[config.mk]
export PLATFORM = sky130hd
export DESIGN_NAME = gnrl_sgnl_pulse_sched
export DESIGN_NICKNAME = d
export VERILOG_FILES = /design/src/rtl/gnrl_sgnl_pkg.sv /design/src/rtl/gnrl_sgnl_rr_arb.sv /design/src/rtl/gnrl_sgnl_pulse_sched.sv
export SDC_FILE = /design/constraint.sdc
export NUM_CORES = 1
export LEC_CHECK = 0
export ABC_AREA = 0
export CAP_MARGIN = 20
export CORE_ASPECT_RATIO = 1.75
export CORE_MARGIN = 2
export CORE_UTILIZATION = 50
export DETAILED_ROUTE_END_ITERATION = 12
export PLACE_DENSITY = 0.72
export SYNTH_ARGS = -nofsm -noshare
export SYNTH_HDL_FRONTEND = slang
export SYNTH_SLANG_ARGS = --single-unit
[constraint.sdc]
create_clock -name clk -period 2.2 [get_ports clk]
set_clock_uncertainty 0.15 [all_clocks]
set_input_delay 0.44 -clock clk [delete_from_list [all_inputs] [get_ports clk]]
set_output_delay 0.44 -clock clk [all_outputs]
set_load 0.05 [all_outputs]
[src/rtl/gnrl_sgnl_pkg.sv]
// Shared definitions for the general-signal pulse scheduler: FSM encoding and counter sizing.
package gnrl_sgnl_pkg;

    typedef enum logic [1:0] {
        ST_IDLE  = 2'd0,
        ST_DELAY = 2'd1,
        ST_WIDEN = 2'd2
    } sched_state_e;

    // One counter serves both phases, so it must hold the larger of the two terminal values.
    function automatic int cnt_width(input int dw, input int ww);
        return (dw > ww) ? dw : ww;
    endfunction

endpackage

[src/rtl/gnrl_sgnl_rr_arb.sv]
// Request arbiter for the pulse scheduler: round-robin when GNRL_SGNL_PULSE_SCHED_RR_EN is
// defined, otherwise fixed priority with the lowest index winning.
module gnrl_sgnl_rr_arb #(
    parameter int NCH = 4
) (
    input  logic                   clk,
    input  logic                   rst_n,
    input  logic [NCH-1:0]         req,
    input  logic                   accept,
    output logic [NCH-1:0]         gnt,
    output logic [$clog2(NCH)-1:0] gnt_idx,
    output logic                   valid
);

    localparam int CW = $clog2(NCH);

`ifdef GNRL_SGNL_PULSE_SCHED_RR_EN
    logic [CW-1:0] ptr;
    int            cand;

    // Search begins at the pointer and wraps, so the channel after the last grant goes first.
    always_comb begin
        gnt_idx = '0;
        valid   = 1'b0;
        cand    = 0;
        for (int i = 0; i < NCH; i++) begin
            cand = int'(ptr) + i;
            if (cand >= NCH) cand = cand - NCH;
            if (!valid && req[cand[CW-1:0]]) begin
                valid   = 1'b1;
                gnt_idx = cand[CW-1:0];
            end
        end
    end

    always_ff @(posedge clk or negedge rst_n) begin
        if (!rst_n) begin
            ptr <= '0;
        end else if (accept && valid) begin
            ptr <= (int'(gnt_idx) == NCH - 1) ? '0 : gnt_idx + 1'b1;
        end
    end
`else
    logic unused_fp;
    assign unused_fp = ^{clk, rst_n, accept};

    always_comb begin
        gnt_idx = '0;
        valid   = 1'b0;
        for (int i = NCH - 1; i >= 0; i--) begin
            if (req[i]) begin
                valid   = 1'b1;
                gnt_idx = CW'(i);
            end
        end
    end
`endif

    assign gnt = valid ? ({{(NCH-1){1'b0}}, 1'b1} << gnt_idx) : '0;

endmodule

[src/rtl/gnrl_sgnl_pulse_sched.sv]
// Multi-channel pulse scheduler sharing one delay/widen engine between NCH triggers.
// Arbitration policy selected by GNRL_SGNL_PULSE_SCHED_RR_EN (round-robin) or fixed priority.
module gnrl_sgnl_pulse_sched
    import gnrl_sgnl_pkg::*;
#(
    parameter int NCH = 4,
    parameter int DW  = 12,
    parameter int WW  = 4
) (
    input  logic                   clk,
    input  logic                   rst_n,
    input  logic [NCH-1:0]         trig_i,
    input  logic                   cfg_we,
    input  logic [$clog2(NCH)-1:0] cfg_ch,
    input  logic [DW-1:0]          cfg_delay,
    input  logic [WW-1:0]          cfg_widen,
    output logic [NCH-1:0]         pulse_o,
    output logic                   busy_o,
    output logic [$clog2(NCH)-1:0] act_ch_o,
    output logic [NCH-1:0]         drop_o
);

    localparam int CW   = $clog2(NCH);
    localparam int CNTW = cnt_width(DW, WW);

    sched_state_e   state, state_nxt;
    logic [CNTW-1:0] cnt, cnt_nxt;
    logic [CW-1:0]   act_ch, act_nxt;
    logic [DW-1:0]   act_dly, act_dly_nxt;
    logic [WW-1:0]   act_wid, act_wid_nxt;

    logic [NCH-1:0]  trig_q;
    logic [NCH-1:0]  pend;
    logic [NCH-1:0]  drop_q;
    logic [DW-1:0]   dly [NCH];
    logic [WW-1:0]   wid [NCH];

    logic [NCH-1:0]  arb_gnt;
    logic [CW-1:0]   arb_idx;
    logic            arb_valid;
    logic            take;
    logic [NCH-1:0]  trig_edge;
    logic [NCH-1:0]  grant_mask;

    assign trig_edge  = trig_i & ~trig_q;
    assign grant_mask = take ? arb_gnt : '0;

    gnrl_sgnl_rr_arb #(.NCH(NCH)) u_arb (
        .clk     (clk),
        .rst_n   (rst_n),
        .req     (pend),
        .accept  (take),
        .gnt     (arb_gnt),
        .gnt_idx (arb_idx),
        .valid   (arb_valid)
    );

    // A fresh edge beats a same-cycle grant; an edge onto an untaken pending bit is lost.
    always_ff @(posedge clk or negedge rst_n) begin
        if (!rst_n) begin
            trig_q <= '0;
            pend   <= '0;
            drop_q <= '0;
        end else begin
            trig_q <= trig_i;
            pend   <= (pend & ~grant_mask) | trig_edge;
            drop_q <= trig_edge & pend & ~grant_mask;
        end
    end

    always_ff @(posedge clk or negedge rst_n) begin
        if (!rst_n) begin
            for (int i = 0; i < NCH; i++) begin
                dly[i] <= '0;
                wid[i] <= '0;
            end
        end else if (cfg_we) begin
            dly[cfg_ch] <= cfg_delay;
            wid[cfg_ch] <= cfg_widen;
        end
    end

    always_ff @(posedge clk or negedge rst_n) begin
        if (!rst_n) begin
            state   <= ST_IDLE;
            cnt     <= '0;
            act_ch  <= '0;
            act_dly <= '0;
            act_wid <= '0;
        end else begin
            state   <= state_nxt;
            cnt     <= cnt_nxt;
            act_ch  <= act_nxt;
            act_dly <= act_dly_nxt;
            act_wid <= act_wid_nxt;
        end
    end

    // Config is captured at grant so later writes cannot disturb a pulse in flight.
    always_comb begin
        state_nxt   = state;
        cnt_nxt     = cnt;
        act_nxt     = act_ch;
        act_dly_nxt = act_dly;
        act_wid_nxt = act_wid;
        take        = 1'b0;
        case (state)
            ST_IDLE: begin
                if (arb_valid) begin
                    take        = 1'b1;
                    act_nxt     = arb_idx;
                    act_dly_nxt = dly[arb_idx];
                    act_wid_nxt = wid[arb_idx];
                    cnt_nxt     = '0;
                    state_nxt   = (dly[arb_idx] == '0) ? ST_WIDEN : ST_DELAY;
                end
            end
            ST_DELAY: begin
                if (cnt == CNTW'(act_dly) - CNTW'(1)) begin
                    cnt_nxt   = '0;
                    state_nxt = ST_WIDEN;
                end else begin
                    cnt_nxt = cnt + 1'b1;
                end
            end
            ST_WIDEN: begin
                if (cnt == CNTW'(act_wid)) begin
                    cnt_nxt   = '0;
                    state_nxt = ST_IDLE;
                end else begin
                    cnt_nxt = cnt + 1'b1;
                end
            end
            default: begin
                cnt_nxt   = '0;
                state_nxt = ST_IDLE;
            end
        endcase
    end

    assign pulse_o  = (state == ST_WIDEN) ? ({{(NCH-1){1'b0}}, 1'b1} << act_ch) : '0;
    assign busy_o   = (state != ST_IDLE);
    assign act_ch_o = act_ch;
    assign drop_o   = drop_q;

endmodule

; Word-level counts from Yosys, hierarchy flattened
; Index checks and enable logic that the tools add are counted.
[totals]
in_bits = 25
regBits = 108
output_inout_bits = 11
wordCells = 79
[op_classes]
bitwise_logic = 9
magnitude_cmp = 3
addsub = 2
n_mux = 34
n_reduce_logical = 6
shifts = 2
n_eq_ne = 7
[op_table]
columns = op, count
row1 = $mux 12, 6
row2 = $bwmux 48, 1
row3 = $pmux 12 s3, 1
row4 = $bmux 12 s2, 1
row5 = $demux 12 s2, 1
row6 = $mux 4, 6
row7 = $and 4x4->4, 4
row8 = $bwmux 16, 1
row9 = $mux 2, 8
row10 = $add 12x1->12 const B, 1
row11 = $eq 12x12->1, 1
row12 = $eq 12x4->1, 1
row13 = $logic_not 12->1, 1
row14 = $sub 12x1->12 const B, 1
row15 = $bmux 4 s2, 1
row16 = $demux 4 s2, 1
row17 = $not 4->4, 2
row18 = $shl 1x2->4 const A, 2
row19 = $ge 3x3->1 const B, 2
row20 = $mux 1, 6
row21 = $not 2->3, 2
row22 = $pmux 2 s3, 1
row23 = $ne 2x2->1 const B, 2
row24 = $or 4x4->4, 1
row25 = other kinds (9), 9

; Depth between registers and ports, before layout
; Gate-level depths: netlist of the first run.
[depth]
word_depth = 12
depth_mapped = 11

; By module
; Synthesis of the first run repeated with hierarchy kept, for this count alone.
[unflattened]
cells_unflattened = 431
area_unflattened_um2 = 5181.2
[modules_own_cells]
columns = module, n_inst, seq_area_each_um2, area_each_um2, cells_per_inst
row1 = gnrl_sgnl_pulse_sched, 1, 2702.6, 5131.2, 420
row2 = gnrl_sgnl_rr_arb, 1, 0.0, 50.0, 11

; Worst setup path before layout of the first run
; Ideal clock, no wire load.
[synth_timing]
kind = register to output
startpoint = reg state[0]
endpoint = out pulse_o[0]
arrival_time_ns = 1.823
t_required_ns = 1.610
n_path_buf = 0
path_stages_with_launch = 4
path_slack_ns = -0.213
path_cell_list = dfrtp_1 inv_1 ha_1 nor3b_1
[synth_between]
elab_chain_len = 2
[synth_rtl]
columns = element, line_no
row1 = start: declaration, gnrl_sgnl_pulse_sched.sv:26  ; sched_state_e state, state_nxt;
row2 = start signal: assignment, gnrl_sgnl_pulse_sched.sv:91  ; state <= state_nxt;
row3 = $eq 2x2->1, gnrl_sgnl_pulse_sched.sv:141  ; assign pulse_o = (state == ST_WIDEN) ? ({{(NCH-1){1'b0}}, 1'b1} << act_ch) : '0;
row4 = $mux 4, gnrl_sgnl_pulse_sched.sv:141
row5 = end: declaration, gnrl_sgnl_pulse_sched.sv:17  ; output logic [NCH-1:0] pulse_o,
; No other way between the ends.

; Worst setup path after layout of the first run
[layout_timing]
startpoint = reg pend[3]
endpoint = reg state[1]
[layout_between]
elab_chain_len = 12
elab_cells_between_ends = 18
[layout_rtl]
columns = element, line_no
row1 = start: declaration, gnrl_sgnl_pulse_sched.sv:33  ; logic [NCH-1:0] pend;
row2 = start signal: assignment, gnrl_sgnl_pulse_sched.sv:66  ; pend <= (pend & ~grant_mask) | trig_edge;
row3 = $mux 2 (4 in series), gnrl_sgnl_rr_arb.sv:51  ; if (req[i]) begin
row4 = $not 2->3 (not written as such), gnrl_sgnl_pulse_sched.sv:115  ; state_nxt = (dly[arb_idx] == '0) ? ST_WIDEN : ST_DELAY;
row5 = $bmux 12 s2, gnrl_sgnl_pulse_sched.sv:115
row6 = $mux 12 (not written as such) (2 in series), gnrl_sgnl_pulse_sched.sv:115
row7 = $logic_not 12->1, gnrl_sgnl_pulse_sched.sv:115
row8 = $mux 2, gnrl_sgnl_pulse_sched.sv:115
row9 = $mux 2, gnrl_sgnl_pulse_sched.sv:109  ; if (arb_valid) begin
row10 = $pmux 2 s3, gnrl_sgnl_pulse_sched.sv:107  ; case (state)
; Parallel ways exist; a longest one is shown, timed or not. The select of a mux whose other input is x is not followed.
; A chain may end at the register's enable or synchronous reset.

==> summary.md, run 1 <==
| Metric | Value |
|---|---|
| Number of buffers created by CTS | 9 |
| Final hold violation count | 0 |
| Final critical-path required period | approximately 2400 ps |
| Drt drc | 0 |
| Synthesized net count | 454 |
| Average wire per standard cell | 18.57 um |
| Worst-path cell with the longest stage delay | sky130_fd_sc_hd__mux4_2 |
| Total die area | about 11000 um^2 |
| Max Fanout on Critical Path | 14 |
| Initial antenna violation count | 0 |
| Gr usage total | 0.2271 |
| Post-synthesis instance total | 424 |
| Area growth from synthesis to layout | 29.14% |
| DR iter-0 viols | 190 |
| Number of standard cells in the final layout excluding fillers | 644 |
| Most common cell after layout, fill and taps aside | sky130_fd_sc_hd__dfrtp_1 |
| Failing checks | negative setup slack |
| Final Routed Wirelength | 11960 um |
| Wire length of the first global-routing pass | between 15000 and 20000 um |
| Worst Path Required | 2350 ps |
| Total standard cell area after synthesis | 5278 um^2 |
| Number of cell rows | 49 |
| Share of post-route cells with drive strength above 1 | 0.4352 |
| Layout Utilization | 0.6617 |
| Effective utilization at floorplan | 0.5124 |
| Static leakage | between 2 and 3 nW |
| Power share of the sequential group | 0.338 |
| Power density over cell area | 1226 nW/um^2 |
| Number of pins with negative max-slew slack in the final report | 0 |
| FMAX | 417.3 MHz |
| Die span in x | 81.66 um |
| Number of diodes | 0 |
| HP Class | reg2reg |
| Endpoint arrival time on the critical path | about 2500 ps |
| Placed wire-length estimate after detailed placement | 8516 um |
| Crit path setup slack, layout | -196.4 ps |
| Largest net degree at the start of global routing | 58 |
| Post-Synthesis Mean Instance Area | between 10 and 15 um^2 |
| Portion of the post-synthesis area used by sequential elements | 0.5121 |
| Clock share of power | 0.184 |
| Delay of the slowest cell on the worst path | 550 ps |
| Post-DRT Antenna Nets | 0 |
| Critical path cell sequence | nor2b_1, o21bai_2, buf_12, mux4_2, nor4_4, nand3_2, o21ai_2, o21a_1 |
| Setup repair after global routing missed its margin | yes |
| Count of unique library cells instantiated by Yosys | 54 |
| Detailed Routing Iterations Pass 1 | 4 |
| Clock transition at path regs | 70 ps |
| Post-synth EDFFs | 0 |
| Clk root buf | sky130_fd_sc_hd__clkbuf_16 |
| Portion of the clock cycle consumed by the worst path in the final layout | 1.089 |
| Clk sink count | 108 |
| Flip-flop and latch count after synthesis | 108 |
| Highest ir drop seen on vdd | 0.7208 mV |
| Max_cap viols | 0 |
| CTS Buffer Depth | 2 |
| CP startpoint kind | register |
| Max-slew headroom at the worst pin | 0.6641 |
| Post-placement cell count | 625 |
| Vias in the first global route | just over 4000 |
| Endpoint kind of the worst setup timing path | register |
| Prevailing post-synth register cell | sky130_fd_sc_hd__dfrtp_1 |
| Internal | 5.351 mW |
| CTS tree | built |
| Critical Setup Path Class | reg2reg |
| Proportion of power drawn by combinational gates | 0.477 |
| Die Y-Extent | 139.9 um |
| Switch share | 0.3593 |
| Final setup violation count | 14 |
| Number of primary I/O pins | 36 |
| Net switching component of the power | approximately 3 mW |
| Core region area | 10300 um^2 |
| Port buffer count | 35 |
| Number of vias per cell after detailed routing | 5.745 |
| Final Wtd Congestion | 0.8186 |
| Clk_lat worst skew | between 300 and 400 ps |
| Vias after detailed routing | 3700 |
| Total negative slack | -2324 ps |
| Most frequent cells in the layout | sky130_fd_sc_hd__dfrtp_1, sky130_fd_sc_hd__mux2_2, sky130_fd_sc_hd__buf_4, sky130_fd_sc_hd__nand2_1, sky130_fd_sc_hd__clkdlybuf4s50_1 |
| Synth async-reset ratio | 1.000 |
| Finished Cell Area | 6815 um^2 |
| Grt ovf | 0 |
| Layout net count | 543 |
| Post-placement cell area | 6307 um^2 |
| Outcome | finished with violations |
| Worst Max-Slew Pin Slew | 502.3 ps |
| Number of H-tree branching levels | 3 |
| Yosys warning count | 0 |
power groups by stage:
stage | clock [mW] | combinational [mW] | sequential (mW)
3_3_place_gp | 0 | 3.46 | 2.80
4_1_cts | 1.58 | 3.72 | 2.81
3_5_place_dp | 0 | 3.54 | 2.84
2_1_floorplan | 0 | 2.15 | 2.86
6_report | 1.54 | 3.99 | 2.83
5_1_grt | 1.66 | 4.25 | 2.88
path summary, 6_finish.rpt:
kind | from | endpoint | slack, ps | cells past startpoint
setup / recovery | pend[3]$_DFF_PN0_ | state[1]$_DFFE_PN0P_ | -200 | 8
hold / removal | dly[16]$_DFFE_PN0P_ | dly[16]$_DFFE_PN0P_ | 350 | 1
setup reg to reg | pend[3]$_DFF_PN0_ | state[1]$_DFFE_PN0P_ | -200 | 8
hold reg to reg | dly[16]$_DFFE_PN0P_ | dly[16]$_DFFE_PN0P_ | 350 | 1
max in group asynchronous | rst_n | act_dly[2]$_DFFE_PN0P_ | 920 | 3
min in group asynchronous | rst_n | drop_o[1]$_DFF_PN0_ | 370 | 2
cell type report:
type	instances	area, um^2
tap	127	158.9
clock inverter	5	36.28
multi-input combinational	283	2619
inverter	7	26.28
sequential	108	2704
timing repair buffer	104	1032
fill	752	3485
clock buffer	10	239.0
sequential cells by signal (all words and copies together), names as in the netlist, 4 cells and up:
register	flops
act_dly	12
act_wid	4
cnt	12
dly	48
drop_o	4
pend	4
trig_q	4
wid	16
cells in the mapped netlist, drive strengths merged, types with 4 or more instances:
master  count  area [um^2]
dfrtp     108         2703
mux2       80        900.9
nand2      46        172.7
clkbuf     20        76.32
mux4       16        360.4
nor2       14        52.55
nor3       14        86.34
o211ai     12        90.09
nor4       10        77.57
xnor2       9        78.83
xor2        9        78.83
nand2b      8        50.05
o21ai       8        43.79
inv         7        26.28
buf         6        47.54
nand3       6        30.03
ha          5        62.56
nor2b       4        25.02
or2         4        25.02
per-layer routing:
metal	track usage	wire, um	share of wire
met4	0.1246	419	0.035
met3	0.02577	205	0.017
met2	0.4124	6781	0.57
met1	0.2480	4554	0.38
met5	0	0	0
cells by family (layout without fill, tap and decap cells):
family | after synthesis | after routing | share of synthesized area
simple gates | 122 | 122 | 0.1207
flops | 108 | 108 | 0.5121
buf+inv | 33 | 126 | 0.02845
fa+ha+maj | 5 | 5 | 0.01185
mux | 97 | 97 | 0.2409
xor+xnor | 18 | 18 | 0.02987
compound gates | 41 | 41 | 0.05619
metrics by stage:
step | total power, mW | worst slack, ps | hold slack, ps
after global routing | 8.785 | -333.0 | 362.0
after CTS | 8.112 | -190.9 | 354.3
after floorplan | 5.014 | -77.00 | -5.591
after global placement | 6.257 | -312.1 | 209.8
final | 8.353 | -196.4 | 353.8
after detailed placement | 6.375 | -347.7 | 214.7
worst max-delay path, delay by kind of cell, from the launching register on:
kind            cells  cell delay [ps]
flops               1              370
simple gates        3              640
buf+inv             1              190
mux                 1              550
compound gates      3              410
what timing repair did:
item / CTS / global route
resized for setup: 13 / 26
endpoints found under the setup margin: 14 / 22
setup buffers: 2 / 1
pin swaps: 3 / 13
hold buffers: 1 / 0
hold endpoints to repair: 20 / 0
(Power assumes the default switching activity.)
==> inputs of run 2 (changes only) <==
PLACE_DENSITY = 0.69   (was 0.72)
TNS_END_PERCENT = 30   (was default)
clock period = 3.05 ns   (was 2.2 ns; I/O delays follow)
==> summary.md, run 2 (synthesis results as in run 1) <==
| Metric | Value |
|---|---|
| Worst Max-Slew Pin Slew | 587.8 ps (+85.51 ps) |
| Reg with most FFs | dly |
| Cell class contributing the biggest share of worst-path delay | buffers and inverters |
| Number of buffers created by CTS | 9 (unchanged) |
| Core region area | 10300 um^2 (unchanged) |
| Number of vias per cell after detailed routing | 5.763 (+0.31%) |
| FMAX | about 350 MHz |
| Grt ovf | 0 (unchanged) |
| Max-slew headroom at the worst pin | 0.6045 (-0.05957) |
| Wire length of the first global-routing pass | 18040 um (-7.4%) |
| Post-placement cell count | 572 (-8.5%) |
| Average wire per standard cell | 17.72 um (-4.6%) |
| Number of flip-flops under the largest register name | 48 (unchanged) |
| Layout net count | 490 (-9.8%) |
| Outcome | finished clean |
| Setup slack after placement | 174.2 ps (+521.9 ps) |
| Max_cap viols | 0 (unchanged) |
| Largest registers | dly: 48 flops, wid: 16 flops |
| Vias after detailed routing | 3406 (-7.9%) |
| Share of post-route cells with drive strength above 1 | 0.3039 (-0.1313) |
| Final Wtd Congestion | 0.7949 (-2.9%) |
| CP startpoint kind | register |
| Final critical-path required period | 2895 ps |
| Die Y-Extent | 139.9 um (unchanged) |
| Port buffer count | 35 (unchanged) |
| Number of pins with negative max-slew slack in the final report | 0 (unchanged) |
| Portion of the clock cycle consumed by the worst path in the final layout | 0.9491 |
| Total power | 5.211 mW (-38%) |
| Post-placement cell area | 5784 um^2 (-8.3%) |
| Final setup violation count | 0 (-14) |
| CTS Buffer Depth | 2 (unchanged) |
| Critical path cell sequence | inv_1, ha_1, nor3b_1, clkdlybuf4s50_1 |
| Final hold violation count | 0 (unchanged) |
| Delay of the slowest cell on the worst path | 840 ps (+290 ps) |
| Clk root buf | sky130_fd_sc_hd__clkbuf_16 |
| Number of standard cells in the final layout excluding fillers | 591 (-8.2%) |
| Largest net degree at the start of global routing | 53 (-8.6%) |
| Number of cell rows | 49 (unchanged) |
| Final Routed Wirelength | 10470 um (-12%) |
| Worst Path Required | 2290 ps (-60 ps) |
| Max Fanout on Critical Path | 5 (-9) |
| Crit path setup slack, layout | 155.1 ps (+351.5 ps) |
| Worst hold slack | 76.05 ps (-277.8 ps) |
| Setup repair after global routing missed its margin | no |
| Number of H-tree branching levels | 3 (unchanged) |
| CTS tree | built |
| Layout Utilization | 0.5918 (-0.06985) |
| HP Class | in2async |
| Area growth from synthesis to layout | 15.51% |
| Effective utilization at floorplan | 0.5124 (unchanged) |
| Detailed Routing Iterations Pass 1 | 4 (unchanged) |
| Clk sink count | 108 (unchanged) |
| Filler cell count in the final layout | 859 (+14%) |
| Number of primary I/O pins | 36 (unchanged) |
| Post-DRT Antenna Nets | 0 (unchanged) |
| Worst-path cell with the longest stage delay | sky130_fd_sc_hd__clkdlybuf4s50_1 |
| Clock transition at path regs | 70 ps (about the same) |
| Power density over cell area | 854.8 nW/um^2 (-30%) |
| Critical Setup Path Class | reg2out |
| Total die area | 11430 um^2 (unchanged) |
| Hold buffers post-CTS | 0 (-1) |
| Initial antenna violation count | 0 (unchanged) |
| Most frequent cells in the layout | sky130_fd_sc_hd__dfrtp_1, sky130_fd_sc_hd__mux2_2, sky130_fd_sc_hd__nand2_1, sky130_fd_sc_hd__clkdlybuf4s50_1, sky130_fd_sc_hd__mux4_2 |
| DR iter-0 viols | 149 (-22%) |
| Gr usage total | 0.2052 (-0.02192) |
| Most common cell after layout, fill and taps aside | sky130_fd_sc_hd__dfrtp_1 |
| Placed wire-length estimate after detailed placement | 7420 um (-13%) |
| Die span in x | 81.66 um (unchanged) |
| CP bufs+invs | 2 (+1) |
| Endpoint arrival time on the critical path | 2130 ps (-410 ps) |
| Highest ir drop seen on vdd | 0.4671 mV (-35%) |
| Clk_lat worst skew | 340 ps (-20 ps) |
| Endpoint kind of the worst setup timing path | output pin |
| Vias in the first global route | 3674 (-8.8%) |
| Finished Cell Area | 6096 um^2 (-11%) |
| Number of diodes | 0 (unchanged) |
| Total negative slack | 0 ps (+2324 ps) |
| Static leakage | 2.524 nW (-13%) |
| Drt drc | 0 (unchanged) |
==> run 2: routing by layer <==
metal	vias up	global-route usage	share of wire
li1	1611	-	-
met5	-	0	0
met3	17	0.02835	0.018
met1	1743	0.2473	0.41
met2	35	0.3568	0.54
met4	0	0.09123	0.025
==> run 2: what timing repair did <==
action | in CTS | in global routing
endpoints found under the setup margin | 0 | 13
buffers inserted | 0 | 4
gates resized for setup | 0 | 1
==> run 2: path summary, 6_finish.rpt <==
kind                            cells past startpoint                   start                  end  slack [ps]
max in group asynchronous                           2                   rst_n   wid[4]$_DFFE_PN0P_        2000
worst min-delay path                                1                   rst_n  trig_q[0]$_DFF_PN0_          80
min in group clk                                    1     dly[11]$_DFFE_PN0P_  dly[11]$_DFFE_PN0P_         350
worst min register to register                      1     dly[11]$_DFFE_PN0P_  dly[11]$_DFFE_PN0P_         350
worst max-delay path                                4    state[0]$_DFFE_PN0P_           pulse_o[0]         160
worst max register to register                      8  act_dly[3]$_DFFE_PN0P_   cnt[4]$_DFFE_PN0P_         230
==> run 2: report_power, final <==
| group | leakage, nW | internal [mW] | switching (mW) |
|---|---|---|---|
| registers | 1.31 | 1.78 | 0.300 |
| clock network | 0.134 | 0.579 | 0.510 |
| logic | 1.08 | 1.04 | 1.00 |
==> run 2: layout make-up <==
| type | count | area [um^2] | share of cell area |
|---|---|---|---|
| clock buffers | 11 | 242.7 | 0.03982 |
| clock inverters | 4 | 32.53 | 0.005337 |
| inverters | 7 | 26.28 | 0.004310 |
| multi-input cells | 283 | 2440 | 0.4002 |
| flip-flops and latches | 108 | 2703 | 0.4433 |
| well taps | 127 | 158.9 | 0.02607 |
| repair buffers | 51 | 493.0 | 0.08087 |
==> inputs of run 3 (changes only) <==
CORE_UTILIZATION = 52   (was 50)
GPL_TIMING_DRIVEN = 0   (was default)
PLACE_DENSITY = 0.72   (was 0.69)
SLEW_MARGIN = 10   (was default)
==> summary.md, run 3 (synthesis results as in run 1) <==
| Metric | Value |
|---|---|
| Worst Max-Slew Pin Slew | 683.0 ps (+95.24 ps) |
| Max Fanout on Critical Path | 5 (unchanged) |
| Startpoint of the most critical register-to-register path | pend[3]$_DFF_PN0_ |
| Most frequent cells in the layout | sky130_fd_sc_hd__dfrtp_1, sky130_fd_sc_hd__mux2_2, sky130_fd_sc_hd__nand2_1, sky130_fd_sc_hd__clkdlybuf4s50_1, sky130_fd_sc_hd__clkbuf_1 |
| Final Routed Wirelength | 10710 um (+2.3%) |
| Power density over cell area | 878.7 nW/um^2 (+2.8%) |
| Detailed Routing Iterations Pass 1 | 4 (unchanged) |
| Final hold violation count | 0 (unchanged) |
| Clk_lat worst skew | 350 ps (about the same) |
| Layout net count | 502 (+2.4%) |
| Number of flip-flops under the largest register name | 48 (unchanged) |
| FMAX | 344.0 MHz (-0.42%) |
| Filler cell count in the final layout | 773 (-10%) |
| Endpoint arrival time on the critical path | 2150 ps (+20 ps) |
| Clk root buf | sky130_fd_sc_hd__clkbuf_16 |
| Gr usage total | 0.2188 (+0.01361) |
| Static leakage | 2.538 nW (+0.57%) |
| Max-slew headroom at the worst pin | 0.5447 (-0.05988) |
| Number of buffers created by CTS | 9 (unchanged) |
| Destination of the worst register-to-register timing path | state[1]$_DFFE_PN0P_ |
| Endpoint kind of the worst setup timing path | output pin |
| Drt drc | 0 (unchanged) |
| CTS tree | built |
| Die Y-Extent | 137.3 um (-1.9%) |
| Die span in x | 80.16 um (-1.8%) |
| Setup repair after global routing missed its margin | no |
| Largest registers | dly: 48 flops, wid: 16 flops |
| Number of cell rows | 48 (-2.0%) |
| Largest net degree at the start of global routing | 68 (+28%) |
| Core region area | 9849 um^2 (-4.4%) |
| Max_cap viols | 0 (unchanged) |
| Critical Setup Path Class | reg2out |
| Final setup violation count | 0 (unchanged) |
| Vias after detailed routing | 3453 (+1.4%) |
| Number of vias per cell after detailed routing | 5.736 (-0.47%) |
| Final Wtd Congestion | 0.8325 (+4.7%) |
| Vias in the first global route | 3770 (+2.6%) |
| Switch share | 0.3474 (about the same) |
| Critical path cell sequence | inv_1, ha_1, nor3b_1, clkdlybuf4s50_1 |
| Number of H-tree branching levels | 3 (unchanged) |
| Clock transition at path regs | 70 ps (about the same) |
| Worst Path Required | 2290 ps (about the same) |
| Worst reg2reg setup slack | 210 ps (-20 ps) |
| Hold buffers post-CTS | 0 (unchanged) |
| Placed wire-length estimate after detailed placement | 7885 um (+6.3%) |
| Initial antenna violation count | 0 (unchanged) |
| Final critical-path required period | 2907 ps (+12.24 ps) |
| Share of post-route cells with drive strength above 1 | 0.2788 (-0.02505) |
| Storage element area | 2703 um^2 (unchanged) |
| Total area of multi-input combinational cells | 2431 um^2 (-0.36%) |
| Net switching component of the power | 1.877 mW (+3.6%) |
| Setup slack after placement | -322.7 ps (-496.8 ps) |
| Number of primary I/O pins | 36 (unchanged) |
| Clk sink count | 108 (unchanged) |
| Finished Cell Area | 6148 um^2 (+0.86%) |
| Internal | 3.526 mW (+3.7%) |
| Post-placement cell count | 585 (+2.3%) |
| Average wire per standard cell | 17.78 um (+0.39%) |
| Number of diodes | 0 (unchanged) |
| Total power | 5.403 mW (+3.7%) |
| Post-CTS setup buffer count | 0 (unchanged) |
| Worst-path cell with the longest stage delay | sky130_fd_sc_hd__clkdlybuf4s50_1 |
| Most common cell after layout, fill and taps aside | sky130_fd_sc_hd__dfrtp_1 |
| Proportion of power drawn by combinational gates | 0.385 (-0.007) |
| Clock share of power | 0.235 (+0.026) |
| Crit path setup slack, layout | 142.9 ps (-12.24 ps) |
| CTS Buffer Depth | 2 (unchanged) |
| Portion of the clock cycle consumed by the worst path in the final layout | 0.9532 (+0.004012) |
| Number of standard cells in the final layout excluding fillers | 602 (+1.9%) |
| Worst R2R Path Depth | 9 (+1) |
| Highest ir drop seen on vdd | 0.5207 mV (+11%) |
| Delay of the slowest cell on the worst path | 830 ps (about the same) |
| CP startpoint kind | register |
| Power share of the sequential group | 0.380 (-0.019) |
| HP Class | in2async |
| Outcome | finished clean |
| Total die area | 11000 um^2 (-3.7%) |
| Post-DRT Antenna Nets | 0 (unchanged) |
| Grt ovf | 0 (unchanged) |
| Number of pins with negative max-slew slack in the final report | 0 (unchanged) |
| Post-placement cell area | 5809 um^2 (+0.43%) |
| Reg with most FFs | dly |
| Wire length of the first global-routing pass | 18390 um (+1.9%) |
| Port buffer count | 35 (unchanged) |
| Area growth from synthesis to layout | 16.50% |
| Effective utilization at floorplan | 0.5358 (+0.02343) |
| DR iter-0 viols | 154 (+3.4%) |
## run 3: worst max-delay path, delay by kind of cell (launching register included)
kind / cells / cell delay [ps]
buffers and inverters: 2 / 940
adder cells (fa/ha/maj): 1 / 260
AND/OR/NAND/NOR: 1 / 210
flip-flops: 1 / 390
## run 3: worst max path at each step
stage / startpoint / endpoint / slack [ps] / cells past startpoint
2_1_floorplan: state[0]$_DFFE_PN0P_ / pulse_o[0] / 470 / 3
3_3_place_gp: rst_n / dly[7]$_DFFE_PN0P_ / -2590 / 1
3_5_place_dp: cfg_we / dly[38]$_DFFE_PN0P_ / -320 / 4
4_1_cts: cfg_we / dly[38]$_DFFE_PN0P_ / 30 / 4
5_1_grt: state[0]$_DFFE_PN0P_ / pulse_o[0] / 0.5 / 4
6_report: state[0]$_DFFE_PN0P_ / pulse_o[0] / 140 / 4
## run 3: power by group through the flow
stage | logic, mW | clock network [mW] | registers, mW
after floorplan | 1.53 | 0 | 2.06
after global placement | 2.03 | 0 | 2.05
after detailed placement | 2.09 | 0 | 2.08
after CTS | 2.10 | 1.28 | 2.06
after global routing | 2.27 | 1.34 | 2.10
final | 2.08 | 1.27 | 2.06
## run 3: area by class of cell
cell class                 count  area share
buffer                        26     0.02035
clock buffer                  10     0.03724
clock inverter                 6     0.01587
inverter                       7    0.004274
multi-input combinational    283      0.3954
sequential                   108      0.4396
tap                          125     0.02544
timing repair buffer          37     0.06186
## run 3: per-stage QoR
stage | utilization | hold slack (ps) | TNS (ps)
2_1_floorplan | - | 164.4 | 0
3_3_place_gp | 0.5873 | 331.5 | -281620
3_5_place_dp | 0.5898 | 338.7 | -3462
4_1_cts | 0.6237 | 118.6 | 0
5_1_grt | 0.6242 | 145.2 | 0
6_report | 0.6242 | 102.5 | 0
## run 3: timing repair
| item | 4_1_cts | 5_1_grt |
|---|---|---|
| setup endpoints to repair | 2 | 0 |
| resized for setup | 2 | 0 |
| endpoints found under the hold margin | 0 | 0 |
## run 3: layer usage
metal	vias up	GRT usage	wire (um)
li1	1632	-	-
met1	1763	0.2372	4169
met2	38	0.4167	6044
met3	20	0.03145	200
met4	0	0.08757	291
met5	-	0	0
